<file path="src/rtl/imem_port_arb.sv">
// rtl/imem_port_arb.sv - fetch/loader arbiter for a single-port instruction memory
// Optional macro IMEM_ARB_FAIR_EN bounds consecutive loader grants while fetch waits.
module imem_port_arb #(
    parameter int MAX_GRANT = 4,
    parameter int ADDR_W    = 32
) (
    input  logic              clk,
    input  logic              rst,
    input  logic              f_req,
    input  logic [ADDR_W-1:0] f_addr,
    output logic              f_gnt,
    output logic              f_rvalid,
    output logic [31:0]       f_rdata,
    output logic              f_err,
    input  logic              l_req,
    input  logic [ADDR_W-1:0] l_addr,
    input  logic [31:0]       l_wdata,
    output logic              l_gnt,
    output logic              mem_en,
    output logic              mem_we,
    output logic [ADDR_W-1:0] mem_addr,
    output logic [31:0]       mem_wdata,
    input  logic [31:0]       mem_rdata
);

    typedef enum logic [1:0] {
        S_IDLE  = 2'd0,
        S_FETCH = 2'd1,
        S_LOAD  = 2'd2
    } state_t;

    localparam logic [ADDR_W-1:0] WORD_MASK = ~ADDR_W'(3);

    state_t             r_state;
    logic               r_mem_en;
    logic               r_mem_we;
    logic [ADDR_W-1:0]  r_mem_addr;
    logic [31:0]        r_mem_wdata;
    logic               r_p1_err;
    logic               r_f_rvalid;
    logic               r_f_err;

    logic               w_fetch_due;
    logic               w_f_gnt;
    logic               w_l_gnt;
    logic               w_f_misal;

`ifdef IMEM_ARB_FAIR_EN
    localparam int CNT_W = $clog2(MAX_GRANT) + 1;
    logic [CNT_W-1:0]   r_starve;

    assign w_fetch_due = f_req && (r_starve == CNT_W'(MAX_GRANT));
`else
    assign w_fetch_due = 1'b0;
`endif

    // Loader wins ties unless the fetch side has waited out its allowance.
    assign w_l_gnt   = rst && l_req && !w_fetch_due;
    assign w_f_gnt   = rst && f_req && !w_l_gnt;
    assign w_f_misal = (f_addr & ~WORD_MASK) != '0;

    always_ff @(posedge clk) begin
        if (!rst) begin
            r_state     <= S_IDLE;
            r_mem_en    <= 1'b0;
            r_mem_we    <= 1'b0;
            r_mem_addr  <= '0;
            r_mem_wdata <= '0;
            r_p1_err    <= 1'b0;
            r_f_rvalid  <= 1'b0;
            r_f_err     <= 1'b0;
        end else begin
            r_mem_en <= w_l_gnt || (w_f_gnt && !w_f_misal);
            r_mem_we <= w_l_gnt;
            if (w_l_gnt) begin
                r_mem_addr  <= l_addr & WORD_MASK;
                r_mem_wdata <= l_wdata;
            end else if (w_f_gnt) begin
                r_mem_addr  <= f_addr & WORD_MASK;
            end

            if (w_l_gnt)
                r_state <= S_LOAD;
            else if (w_f_gnt)
                r_state <= S_FETCH;
            else
                r_state <= S_IDLE;

            // S_FETCH doubles as the first stage of the read-return pipeline.
            r_p1_err   <= w_f_gnt && w_f_misal;
            r_f_rvalid <= (r_state == S_FETCH);
            r_f_err    <= (r_state == S_FETCH) && r_p1_err;
        end
    end

`ifdef IMEM_ARB_FAIR_EN
    always_ff @(posedge clk) begin
        if (!rst)
            r_starve <= '0;
        else if (w_l_gnt && f_req)
            r_starve <= r_starve + 1'b1;
        else
            r_starve <= '0;
    end
`endif

    assign f_gnt     = w_f_gnt;
    assign l_gnt     = w_l_gnt;
    assign mem_en    = r_mem_en;
    assign mem_we    = r_mem_we;
    assign mem_addr  = r_mem_addr;
    assign mem_wdata = r_mem_wdata;
    assign f_rvalid  = r_f_rvalid;
    assign f_err     = r_f_err;
    assign f_rdata   = (r_f_rvalid && !r_f_err) ? mem_rdata : 32'h0;

endmodule

</file>
<file path="config.mk">
export PLATFORM = sky130hd
export DESIGN_NAME = imem_port_arb
export DESIGN_NICKNAME = d
export VERILOG_FILES = /design/src/rtl/imem_port_arb.sv
export SDC_FILE = /design/constraint.sdc
export NUM_CORES = 1
export LEC_CHECK = 0
export BUFFER_PORTS_ARGS = -buffer_cell sky130_fd_sc_hd__buf_2
export CAP_MARGIN = 25
export CORE_MARGIN = 5
export CORE_UTILIZATION = 42
export CTS_BUF_LIST = sky130_fd_sc_hd__clkbuf_2 sky130_fd_sc_hd__clkbuf_4 sky130_fd_sc_hd__clkbuf_8
export CTS_CLUSTER_SIZE = 8
export DETAILED_ROUTE_END_ITERATION = 8
export PLACE_DENSITY = 0.87
export RECOVER_POWER = 100
export SLEW_MARGIN = 10
export SYNTH_ARGS = -nofsm -noshare
export SYNTH_HDL_FRONTEND = slang
export SYNTH_SLANG_ARGS = --single-unit
</file>
<file path="constraint.sdc">
create_clock -name clk -period 1.2 [get_ports clk]
set_input_delay 0.06 -clock clk [delete_from_list [all_inputs] [get_ports clk]]
set_output_delay 0.06 -clock clk [all_outputs]
set_load 0.01 [all_outputs]
</file>
**Word level (Yosys, flattened, before mapping)**

Cells that the tools add are included.

- Input bits: 132
- Word-level logic and storage cells: 30
- Bits in registers: 69

- Eq/ne operators: 1
- Reductions and logical operators: 14
- Bitwise operators: 1
- Multiplexer cells: 5

Operators with widths:

| operator | number |
|---|---|
| $mux 32 | 3 |
| $reduce_bool 32->1 | 1 |
| $logic_and 1x1->1 | 7 |
| $logic_not 1->1 | 3 |
| $eq 2x1->1 const B | 1 |
| $mux 2 | 1 |
| $reduce_bool 2->1 | 1 |
| $reduce_or 2->1 | 1 |
| $logic_or 1x1->1 | 1 |
| $mux 1 | 1 |
| $not 1->1 | 1 |

**Depth between registers and ports, before layout**

- Word-level depth: 5
- Mapped depth: 4
- Depth with buffers taken out: 2

**Least setup slack after synthesis**

Ideal clock, no wire load.

- Kind: register -> output
- Start: reg r_f_rvalid, in the netlist f_rvalid
- End: out f_rdata[10]
- Data arrival time: 990 ps
- Required time: 1140 ps
- Stages on the path, launching flop included: 4
- Path slack: 150 ps
- Cell sequence: dfxtp_1 -> nor2b_1 -> clkbuf_1 -> and2_1

- Word-level cells in the longest chain between the ends: 2

RTL lines:

| element | line | text |
|---|---|---|
| start, declared | 40 | `logic r_f_rvalid;` |
| start signal, assigned | 91 | `r_f_rvalid <= (r_state == S_FETCH);` |
| $logic_and 1x1->1 | 115 | `assign f_rdata = (r_f_rvalid && !r_f_err) ? mem_rdata : 32'h0;` |
| $mux 32 | 115 |  |
| end, declared | 13 | `output logic [31:0] f_rdata,` |

Every way passes these cells.

**Worst setup path after layout**

- Start: reg r_f_rvalid, in the netlist f_rvalid
- End: out f_rdata[9]

Same word-level chain as after synthesis.

==> run summary <==
The flow ran to the end, but the final reports show violations. The final reports fail on negative setup slack. The core region is 0.007647 mm^2. The growth of design area from synthesis to finish was 54.26%. The run gives 0 as the number of hold-slack violations in the final timing report. Average wire per standard cell: 16.49 um. The largest net degree at the start of global routing was 38; the number of antenna violations at the first check in global routing was 0. The estimated wirelength of the detail-placed design is 7.475 mm. Setup repair after global routing could not meet its margin everywhere. Flop and latch count out of synthesis: 68. The worst setup path is of the reg2out kind. During placement, the flow inserted port buffers numbering 229. CTS placed an instance of clkbuf_8 at the clock tree root. The worst setup path is captured at an output pin. The later pin in the worst-skew pair is clocked with a latency of 0.33 ns.

The number of antenna diodes in the final layout is 0. Clock net sink count: 68. Across the routed clock network, the largest skew measured is 0.007902 ns. In this run, distinct cell masters in the synthesized netlist total 19. The share of flip-flops with an asynchronous set or reset came out at 0%. The average instance in the mapped netlist occupies 11.14 um^2. The worst-case IR drop observed on VDD is 0.0006932 V. Standby leakage power: 0.002623 uW. Maximum fanout count along the critical path: 16.

The total wirelength of the detailed-routed design was 10.84 mm. The worst hold path belongs to the class in2reg. The sort of element at the start of the critical path is a register. Counting flops with a built-in enable in the synthesized netlist gives 0. Before CTS, the worst setup slack after placement is 0.1226 ns. Counting along the longest clock path gives a buffer depth of 2. The clock-pin slew on the worst setup and hold paths was 0.07 ns; the post-CTS setup repair buffer count was 0. The shortest clock period the worst path allows after layout is 1.359 ns. The number of cells on the worst reg-to-reg path is 2.

In the final layout, flip-flops and latches occupy 0.001363 mm^2. Of all cell types, the one taking the most synthesized area is dfxtp_1. In this run the worst setup path begins at f_rvalid. The predominant post-synthesis flop cell was dfxtp_1. The post-layout net count was 682; the total of endpoints with negative setup slack in the final report was 32.

The die covers 0.009632 mm^2. The least setup slack across all paths after layout is -0.1594 ns, and the remaining design rule violation count is 0. The cell area after synthesis was 0.003263 mm^2. Of the cells placed in the final design, the portion with a size suffix greater than 1 is 40.00%.

The tools report the total CTS buffers as 9. The filler cells instantiated in the layout total 660. After technology mapping, the gate count stands at 293. Measured along the x axis, the die boundary spans 98.15 um.

In this run the biggest area consumer among cell types represents 41.72% of the synthesized area. TritonCTS built the clock tree. For this run, the total global-route usage over all layers was measured as 21.81%.

STA puts the critical path data required time at 1.14 ns. The floorplan step set the die height to 98.15 um. For this design the top-level I/O count stands at 234. In this run the number of H-tree levels came out at 3. The most frequent cell after synthesis was dfxtp_1. The arrival time reported for the critical path endpoint came out at 1.30 ns. The initial utilization of the core area, before any placement, comes to 42.67%. The first detailed-routing pass ran for 4 iterations.

The multi-input combinational cell area is 0.001710 mm^2, and the number of max-slew violations in the final report is 0. The total via count in the routed design was 3114. In the post-synthesis netlist, the biggest area contributors are dfxtp_1, mux2_4, mux2i_1, o211a_1, and2_1. The tool flagged a number of max-cap violations equal to 0.

The critical path endpoint is f_rdata[9]. After global routing the overflow that remains totals 0. The areal power density over the cells works out to 1112 mW/mm^2. Of the synthesized area, sequential elements account for 41.72%. The worst pin sits at a relative slew slack of 52.75%. The run gives 32 as the number of placement rows. The ratio of final minimum period to clock period was 113.3%. The first routing iteration left 81 violations.

Static timing analysis puts the maximum clock frequency at 0.7356 GHz. The congestion estimate from routability-driven global placement came to 0.8356. Across all register-to-register paths, the minimum setup slack is 0.26 ns.

The commonest cells after synthesis are dfxtp_1, and2_1, nor2b_1. The average vias per placed instance is 4.740, and the residual antenna-violating net count after detailed routing is 0. For this run, the number of Yosys warnings is 0. The tools report the via count of the first global-routing pass as 3421. For the pin with the worst max-slew slack, the measured transition is 0.7087 ns. After layout, the design draws a total of 5598 uW. The global-route wire length before repair came out at 16.81 mm. Reg-to-reg endpoint: mem_addr[18]. The tools report the beginning of the worst register-to-register path as mem_addr[18].
how the worst min path moves through the flow:
stage,from,endpoint,depth (start not counted)
3_5_place_dp,l_wdata[14],mem_wdata[14],3
2_1_floorplan,f_addr[0],r_p1_err,1
3_3_place_gp,l_wdata[24],mem_wdata[24],3
4_1_cts,l_wdata[0],mem_wdata[0],3
5_1_grt,f_addr[1],r_p1_err,2
6_report,l_wdata[12],mem_wdata[12],3
layer usage:
metal	part of all wire (%)	vias up	track usage, %
met2	55	155	43.77
met5	0	-	0
met4	3.1	0	9.664
li1	-	1498	-
met3	8.3	30	6.500
met1	33	1431	19.75
metrics by stage:
step                setup TNS [ns]  utilization, %  hold WS [ns]  cells  cell area (um^2)
floorplan                        0               -        0.1702    294              3267
global placement                 0           59.00        0.3148    609              4512
detailed placement               0           59.00        0.3259    609              4512
CTS                         -4.927           66.72      0.001966    657              5102
global route                -6.260           65.82       0.01306    657              5034
finish                      -4.153           65.82       0.01509    657              5034
logic make-up (layout without fill, tap and decap cells):
kind of cell | after synthesis | after routing | share of synthesized area (%)
mux | 62 | 62 | 23.27
buf+inv | 27 | 288 | 5.406
compound gates | 32 | 32 | 9.663
other cells | 1 | 2 | 0.1149
flops | 68 | 68 | 41.72
simple gates | 103 | 103 | 19.82
sequential cells by signal (all words and copies together) (netlist names):
signal and cells:
mem_wdata 32, mem_addr 30, r_state 2, f_err 1, f_rvalid 1, mem_en 1, r_p1_err 1
worst max-delay path, cell delays in order, from the launching register on:
cell	delay, ns
dfxtp_2	0.33
nor2b_4	0.21
buf_8	0.16
and2_1	0.14
buf_2	0.13
layout make-up:
type,instances,share of cell area (%)
repair buffers,272,32.04
clock inverters,4,1.467
clock buffers,12,2.908
well taps,102,2.535
flip-flops and latches,68,27.07
multi-input cells,199,33.98
layout by cell type, fill, tap and decap left out:
cell type      instances
clkbuf_8               9
and3b_1                2
o211a_1               30
dfxtp_1               67
mux2_4                 8
nor3b_1                2
clkbuf_1              67
nand2_1                1
mux2_2                 3
dlygate4sd3_1         30
buf_8                  1
and2_1                16
conb_1                 2
clkinv_2               1
buf_12                 3
nand2b_1              30
mux2_1                19
o21a_1                 2
nor2b_4                1
nor2_1                 1
buf_4                  2
clkinv_4               1
clkbuf_2               2
buf_6                 20
dfxtp_2                1
nor2b_1               32
mux2i_1               32
buf_2                147
bufinv_16              2
clkbuf_4               3
and2_4                18
report_power, final:
group          leakage (uW)  switching (uW)  internal [uW]
registers          0.000564            76.8           2400
clock network      0.000115             839           1240
logic               0.00194             464            573
repair_timing:
| item | in CTS | in global routing |
|---|---|---|
| hold endpoints to repair | 30 | 0 |
| resized for setup | 16 | 29 |
| pin swaps | 8 | 8 |
| hold buffers | 30 | 0 |
| setup endpoints to repair | 32 | 32 |
| cloned | 2 | 0 |
No activity file was read; power rests on OpenSTA's default activity.
